**src/rtl/fetch_pkg.sv**
```systemverilog
// Shared types and constants for the instruction fetch controller.
package fetch_pkg;

  typedef enum logic [1:0] {
    IDLE    = 2'd0,
    REQ     = 2'd1,
    HOLD    = 2'd2,
    DISCARD = 2'd3
  } state_t;

  localparam logic [31:0] NOP_INSTR   = 32'h0000_0013;
  localparam logic [31:0] INSTR_BYTES = 32'd4;

  function automatic logic [31:0] align_word(input logic [31:0] addr);
    return {addr[31:2], 2'b00};
  endfunction

endpackage

```
**src/rtl/fetch_buf.sv**
```systemverilog
// Single-entry pc/instruction buffer presented to IF/ID with valid/ready.
module fetch_buf
  import fetch_pkg::*;
(
  input  logic        clk,
  input  logic        rst,
  input  logic        i_load,
  input  logic        i_clear,
  input  logic [31:0] i_pc,
  input  logic [31:0] i_instr,
  output logic        o_valid,
  output logic [31:0] o_pc,
  output logic [31:0] o_instr
);

  logic        r_valid;
  logic [31:0] r_pc;
  logic [31:0] r_instr;

  // Clear covers both a downstream accept and a redirect flush; the payload is kept.
  always_ff @(posedge clk or posedge rst) begin
    if (rst) begin
      r_valid <= 1'b0;
      r_pc    <= '0;
      r_instr <= NOP_INSTR;
    end else if (i_clear) begin
      r_valid <= 1'b0;
    end else if (i_load) begin
      r_valid <= 1'b1;
      r_pc    <= i_pc;
      r_instr <= i_instr;
    end
  end

  assign o_valid = r_valid;
  assign o_pc    = r_pc;
  assign o_instr = r_instr;

endmodule

```
**src/rtl/fetch_ctrl.sv**
```systemverilog
// Fetch sequencer: owns the fetch PC, drives the imem req/ack port and applies redirects.
module fetch_ctrl
  import fetch_pkg::*;
#(
  parameter logic [31:0] RESET_PC = 32'h0000_0000,
  parameter int          CNT_W    = 32
) (
  input  logic             clk,
  input  logic             rst,
  input  logic             redirect_valid,
  input  logic [31:0]      redirect_pc,
  output logic             imem_req,
  output logic [31:0]      imem_addr,
  input  logic             imem_ack,
  input  logic [31:0]      imem_rdata,
  output logic             fetch_valid,
  input  logic             fetch_ready,
  output logic [31:0]      fetch_pc,
  output logic [31:0]      fetch_instr,
  output logic             misalign_err,
  output logic [CNT_W-1:0] fetch_count
);

  state_t           r_state;
  state_t           w_nextState;
  logic [31:0]      r_pc;
  logic [31:0]      w_nextPc;
  logic [31:0]      r_pendPc;
  logic [31:0]      w_nextPendPc;
  logic             r_misalign;
  logic [CNT_W-1:0] r_count;
  logic             w_load;
  logic             w_clear;
  logic             w_countInc;
  logic [31:0]      w_target;

  assign w_target = align_word(redirect_pc);

  always_ff @(posedge clk or posedge rst) begin
    if (rst) begin
      r_state    <= IDLE;
      r_pc       <= RESET_PC;
      r_pendPc   <= '0;
      r_misalign <= 1'b0;
      r_count    <= '0;
    end else begin
      r_state    <= w_nextState;
      r_pc       <= w_nextPc;
      r_pendPc   <= w_nextPendPc;
      r_misalign <= redirect_valid && (redirect_pc[1:0] != 2'b00);
      if (w_countInc && (r_count != {CNT_W{1'b1}}))
        r_count <= r_count + CNT_W'(1);
    end
  end

  // Redirects take priority; an outstanding request is never abandoned, only its data.
  always_comb begin
    w_nextState  = r_state;
    w_nextPc     = r_pc;
    w_nextPendPc = r_pendPc;
    w_load       = 1'b0;
    w_clear      = 1'b0;
    w_countInc   = 1'b0;
    case (r_state)
      IDLE: begin
        w_nextState = REQ;
        if (redirect_valid)
          w_nextPc = w_target;
      end
      REQ: begin
        if (redirect_valid) begin
          if (imem_ack) begin
            w_nextPc = w_target;
          end else begin
            w_nextPendPc = w_target;
            w_nextState  = DISCARD;
          end
        end else if (imem_ack) begin
          w_load      = 1'b1;
          w_nextState = HOLD;
        end
      end
      HOLD: begin
        if (redirect_valid) begin
          w_clear     = 1'b1;
          w_nextPc    = w_target;
          w_nextState = REQ;
        end else if (fetch_ready) begin
          w_clear     = 1'b1;
          w_countInc  = 1'b1;
          w_nextPc    = r_pc + INSTR_BYTES;
          w_nextState = REQ;
        end
      end
      DISCARD: begin
        if (imem_ack) begin
          w_nextPc    = redirect_valid ? w_target : r_pendPc;
          w_nextState = REQ;
        end else if (redirect_valid) begin
          w_nextPendPc = w_target;
        end
      end
      default: w_nextState = IDLE;
    endcase
  end

  assign imem_req     = (r_state == REQ) || (r_state == DISCARD);
  assign imem_addr    = r_pc;
  assign misalign_err = r_misalign;
  assign fetch_count  = r_count;

  fetch_buf u_buf (
    .clk    (clk),
    .rst    (rst),
    .i_load (w_load),
    .i_clear(w_clear),
    .i_pc   (r_pc),
    .i_instr(imem_rdata),
    .o_valid(fetch_valid),
    .o_pc   (fetch_pc),
    .o_instr(fetch_instr)
  );

endmodule

```
**config.mk**
```make
export PLATFORM = sky130hd
export DESIGN_NAME = fetch_ctrl
export DESIGN_NICKNAME = d
export VERILOG_FILES = /design/src/rtl/fetch_pkg.sv /design/src/rtl/fetch_buf.sv /design/src/rtl/fetch_ctrl.sv
export SDC_FILE = /design/constraint.sdc
export NUM_CORES = 1
export LEC_CHECK = 0
export ABC_AREA = 1
export BUFFER_PORTS_ARGS = -buffer_cell sky130_fd_sc_hd__buf_2
export CAP_MARGIN = 5
export CORE_ASPECT_RATIO = 0.8
export CORE_MARGIN = 2
export CORE_UTILIZATION = 40
export CTS_BUF_LIST = sky130_fd_sc_hd__clkbuf_8 sky130_fd_sc_hd__clkbuf_16
export DETAILED_ROUTE_END_ITERATION = 16
export PLACE_DENSITY = 0.67
export SYNTH_ARGS = -nofsm -noshare
export SYNTH_HDL_FRONTEND = slang
export SYNTH_SLANG_ARGS = --single-unit
```
**constraint.sdc**
```tcl
create_clock -name clk -period 9.64 [get_ports clk]
set_clock_uncertainty 0.05 [all_clocks]
set_input_delay 1.928 -clock clk [delete_from_list [all_inputs] [get_ports clk]]
set_output_delay 1.928 -clock clk [all_outputs]
set_load 0.01 [all_outputs]
```
**Word-level counts from Yosys, hierarchy flattened**

Index checks and enable logic that the tools add are counted.

- Add/sub/neg operators: 2
- Equality and inequality tests: 13
- Muxes and demuxes: 29
- Bitwise operators: 1
- Reductions and logical operators: 11

Operator list:

| operator | count |
|---|---|
| $mux 32 | 10 |
| $pmux 32 s4 | 1 |
| $pmux 32 s2 | 1 |
| $add 32x1->32 const B | 1 |
| $add 32x3->32 const B | 1 |
| $ne 32x32->1 const B | 1 |
| $mux 2 | 6 |
| $ne 2x2->1 const B | 6 |
| $mux 1 | 10 |
| $ne 3x3->1 const B | 3 |
| $pmux 2 s4 | 1 |
| $reduce_and 4->1 | 2 |
| $reduce_bool 2->1 | 3 |
| $reduce_and 5->1 | 1 |
| $eq 2x2->1 const B | 2 |
| $eq 2x1->1 const B | 1 |
| $logic_and 1x1->1 | 2 |
| $logic_not 2->1 | 1 |
| $reduce_and 2->1 | 1 |
| $logic_or 1x1->1 | 1 |
| $not 1->1 | 1 |

- Flip-flop bits (word level): 164
- Input bits: 69
- Output and inout bits: 131
- Word-level logic and storage cells: 64

**Longest topological paths before layout**

- Word-level depth: 5
- Gate-level depth with buffers: 12
- Depth with buffers taken out: 12

**Cells and area by module**

From an unflattened synthesis, not the netlist that was laid out.

- Cell total of the unflattened synthesis: 1187
- Area, all modules: 8833.5 um^2

By module, submodules not included:

| module | times used | cells each | area an instance (um^2) |
|---|---|---|---|
| fetch_ctrl | 1 | 904 | 6217.2 |
| fetch_buf | 1 | 283 | 2616.3 |

**Least setup slack after synthesis**

No wires, ideal clock.

- Path kind: in2reg
- Start point: input port redirect_valid
- End point: register r_count[28] (netlist: fetch_count[28])
- Library setup time: 65 ps
- Data arrival time: 2804 ps
- Data required time: 9525 ps
- Slack: 6721 ps
- Stages on the path: 7
- Cells stage by stage: inv_2 > nand2_2 > nor2_4 > a21boi_4 > buf_4 > nand2_1 > nand2_1

- Word-level cells in the longest chain between the ends: 3

RTL lines:

| what | line | text |
|---|---|---|
| start, declared | fetch_ctrl.sv:10 | `input logic redirect_valid,` |
| $mux 1 | fetch_ctrl.sv:84 | `if (redirect_valid) begin` |
| $mux 1 | fetch_ctrl.sv:64 | `case (r_state)` |
| $logic_and 1x1->1 | fetch_ctrl.sv:51 | `if (w_countInc && (r_count != {CNT_W{1'b1}}))` |
| end signal, assigned | fetch_ctrl.sv:52 | `r_count <= r_count + CNT_W'(1);` |
| end, declared | fetch_ctrl.sv:31 | `logic [CNT_W-1:0] r_count;` |

Every way passes these cells.
A chain may end at the register's enable or synchronous reset.

**Final worst setup path**

- Start point: input port redirect_valid
- End point: register u_buf.r_instr[14] (netlist: u_buf.o_instr[14])

- Word-level cells in the longest chain between the ends: 4

RTL lines:

| what | line | text |
|---|---|---|
| $mux 1 | fetch_ctrl.sv:84 |  |
| $mux 1 | fetch_ctrl.sv:64 |  |
| $not 1->1 (no source line) | -- |  |
| $reduce_and 2->1 (no source line) (*) | -- |  |
| end signal, assigned | fetch_buf.sv:31 | `r_instr <= i_instr;` |
| end, declared | fetch_buf.sv:18 | `logic [31:0] r_instr;` |

Every way passes the cells marked *; elsewhere a longest branch is shown, timed or not.

==> qor.yml <==
netlist_instances: 1175
cts_setup_buffers: 0
grt_max_degree: 99
max_freq_mhz: 215
cp-start-kind: "primary input"
yosys.area.top_type_share_pct: 46.2
place.gp.congestion: 0.904
cts_tree: "yes"
top_level_ports: 200
tns_ns: 0
ys_seq_area_share_pct: 47.1
crit_fanout: 89
hold_class: "reg -> reg"
start_util_pct: 40.5
grt_use_total_pct: 22.3
design.core.area_mm2: 0.0215
wl_um: 25900
syn_avg_cell_area_um2: 7.42
status: "finished, final reports clean"
rsz0062_at_grt: "no"
hold_viol_final: 0
vdd_drop_max_mv: 0.134
fin_crit_sh_pct: 48.3
antenna_found_initial: 1
cp-endpoint: "u_buf.o_instr[14]$_DFFE_PP0P_"
tightest_slew_ns: 0.977
drt-initial-drc-count: 738
setup_viol: 0
syn_area_mm2: 0.00872
crit_path_end_kind: "register"
numClockSinks: 164
grt_overflow: 0
rows: 48
grt_pass1_vias: 7431
p_per_area_mw_per_mm2: 295
hpwl_um: 18400
worst-endpoint-required_ns: 9.90
reg2reg_from: "r_state[1]$_DFFE_PP0P_"
vias_per_cell: 5.14
cp.arrival_ns: 4.92
grt_pass1_wl_um: 40100
firstDrtPassIters: 5
drt_drc_violations_left: 0
cts_resized: 0
startpoint: "redirect_valid"
reg2reg_to: "imem_addr[5]$_DFFE_PP0P_"
synth_area_leader_cell: "dfrtp_1"
ys_types: 37
vias: 8418
synth_area_leaders: "dfrtp_1, nand2_1, o21ai_0, inv_1, nor2_1"
ys_seq_elements: 164
synth_edf_count: 0
wl_per_cell_um: 15.8
clk_pin_slew_ns: 0.06
cap_viol_max_count: 0
syn_nets: 1246
die-area_mm2: 0.0230
leakage_nw: 5.39
clkLatencyLatePin_ns: 0.43
area_growth_pct: 20.4
port_buffers: 199
cts_hold_buf: 0
rr_worst_depth: 9
postRouteAntennaNets: 0
clock-root-buffer: "clkbuf_16"
finalNonFillerCells: 1639
cts_max_level: 4
maxSlewHeadroom_pct: 34.7
yosysWarnings: 0
synth_ff_type: "dfrtp_1"
die_x_um: 169
r2r_slack_ns: 6.31
min_period_ns: 4.66
numCtsBuffers: 17
dp.cells: 1606
cts.path.max_buffers: 2
nNetsFinal: 1421
path_class: "in -> reg"
async_reset_ff_share_pct: 100
maxSlewViolCount: 0
drive_gt1_share_pct: 20.0
die_y_um: 136
-- layout by cell type (no fill, tap or decap), types with 4 or more instances in the layout --
cell,instances
a211oi_1,23
a21oi_1,34
a31oi_1,5
buf_2,199
buf_4,6
clkbuf_16,17
clkinv_4,4
dfrtp_1,161
inv_1,97
inv_2,4
inv_6,4
nand2_1,460
nand2_2,6
nand3_1,37
nand3b_1,9
nand4_1,7
nor2_1,89
nor2_2,9
nor2_4,5
nor3_1,20
o21ai_0,78
o21ai_1,6
o22ai_1,26
xnor2_1,4
xor2_1,23
-- cells in the mapped netlist (6+ instances only) --
cell type,number
nor2_1,89
nor3_1,20
a211oi_1,23
nand4_1,7
a21oi_1,34
nand2_2,6
nand3b_1,9
dfrtp_1,161
o21ai_1,6
nand2_1,460
nand3_1,38
o22ai_1,26
xor2_1,23
nor2_2,9
clkbuf_1,16
buf_2,22
o21ai_0,78
inv_1,98
-- where the power goes --
part | total [W] | switching, W | internal (W)
logic | 0.00114 | 0.000721 | 0.000415
registers | 0.00123 | 0.000263 | 0.000970
clock network | 0.000723 | 0.000307 | 0.000416
total | 0.00309 | 0.00129 | 0.00180
-- worst max-delay path: stages --
cell and delay, ns:
buf_2 0.57, inv_2 0.49, nand3_4 0.79, clkinv_1 0.51, buf_4 0.38, nand2_1 0.12, nand2_1 0.06
-- logic make-up after synthesis --
kind of cell	after synthesis	share of synthesized area, %
and+or+nand+nor	649	30.6
AOI/OAI and AO/OA	181	11.9
DFF	164	47.1
buffers and inverters	152	7.29
xor gates and xnor gates	27	2.71
adders and majority gates	2	0.287
-- metal layers --
layer  up-vias  GRT usage [%]  part of all wire [%]  wire length (um)
li1       4121              -                     -                 -
met2       322           32.8                    43             11200
met1      3947           33.4                    48             12600
met4         0           6.36                   1.5               391
met5         -              0                     0                 0
met3        28           4.43                   6.7              1740
-- worst min-delay path by stage --
stage,start,endpoint,slack [ns],cells past startpoint
floorplan,r_pendPc[2]$_DFFE_PP0P_,r_pendPc[2]$_DFFE_PP0P_,0.40,2
global placement,u_buf.o_instr[15]$_DFFE_PP0P_,u_buf.o_instr[15]$_DFFE_PP0P_,0.41,2
detailed placement,u_buf.o_instr[20]$_DFFE_PP0P_,u_buf.o_instr[20]$_DFFE_PP0P_,0.41,2
CTS,u_buf.o_instr[20]$_DFFE_PP0P_,u_buf.o_instr[20]$_DFFE_PP0P_,0.43,2
global route,u_buf.o_instr[16]$_DFFE_PP0P_,u_buf.o_instr[16]$_DFFE_PP0P_,0.45,2
finish,u_buf.o_instr[24]$_DFFE_PP0P_,u_buf.o_instr[24]$_DFFE_PP0P_,0.42,2
-- stage by stage --
step	utilization (%)	cell area, um^2	hold slack, ns	power [W]	worst slack (ns)
3_3_place_gp	45.9	9870	0.409	0.00235	4.63
6_report	48.8	10500	0.423	0.00309	4.98
5_1_grt	48.8	10500	0.450	0.00330	4.74
3_5_place_dp	45.9	9870	0.410	0.00237	4.53
2_1_floorplan	-	8720	0.399	0.00188	3.23
4_1_cts	48.8	10500	0.429	0.00311	4.99
-- sequential cells by signal, indices dropped and copies added (netlist names) --
register       count
u_buf.o_instr     32
imem_addr         32
fetch_count       32
r_pendPc          32
r_state            2
misalign_err       1
u_buf.o_pc        32
u_buf.o_valid      1
-- layout make-up --
cell class,count,area (um^2)
fillers,2166,11000
inverters,103,392
flip-flops and latches,164,4110
clock buffers,17,425
diodes,1,2.50
repair buffers,205,1040
clock inverters,15,195
well taps,275,344
multi-input cells,859,3990
Power figures use the tool's default switching activity.
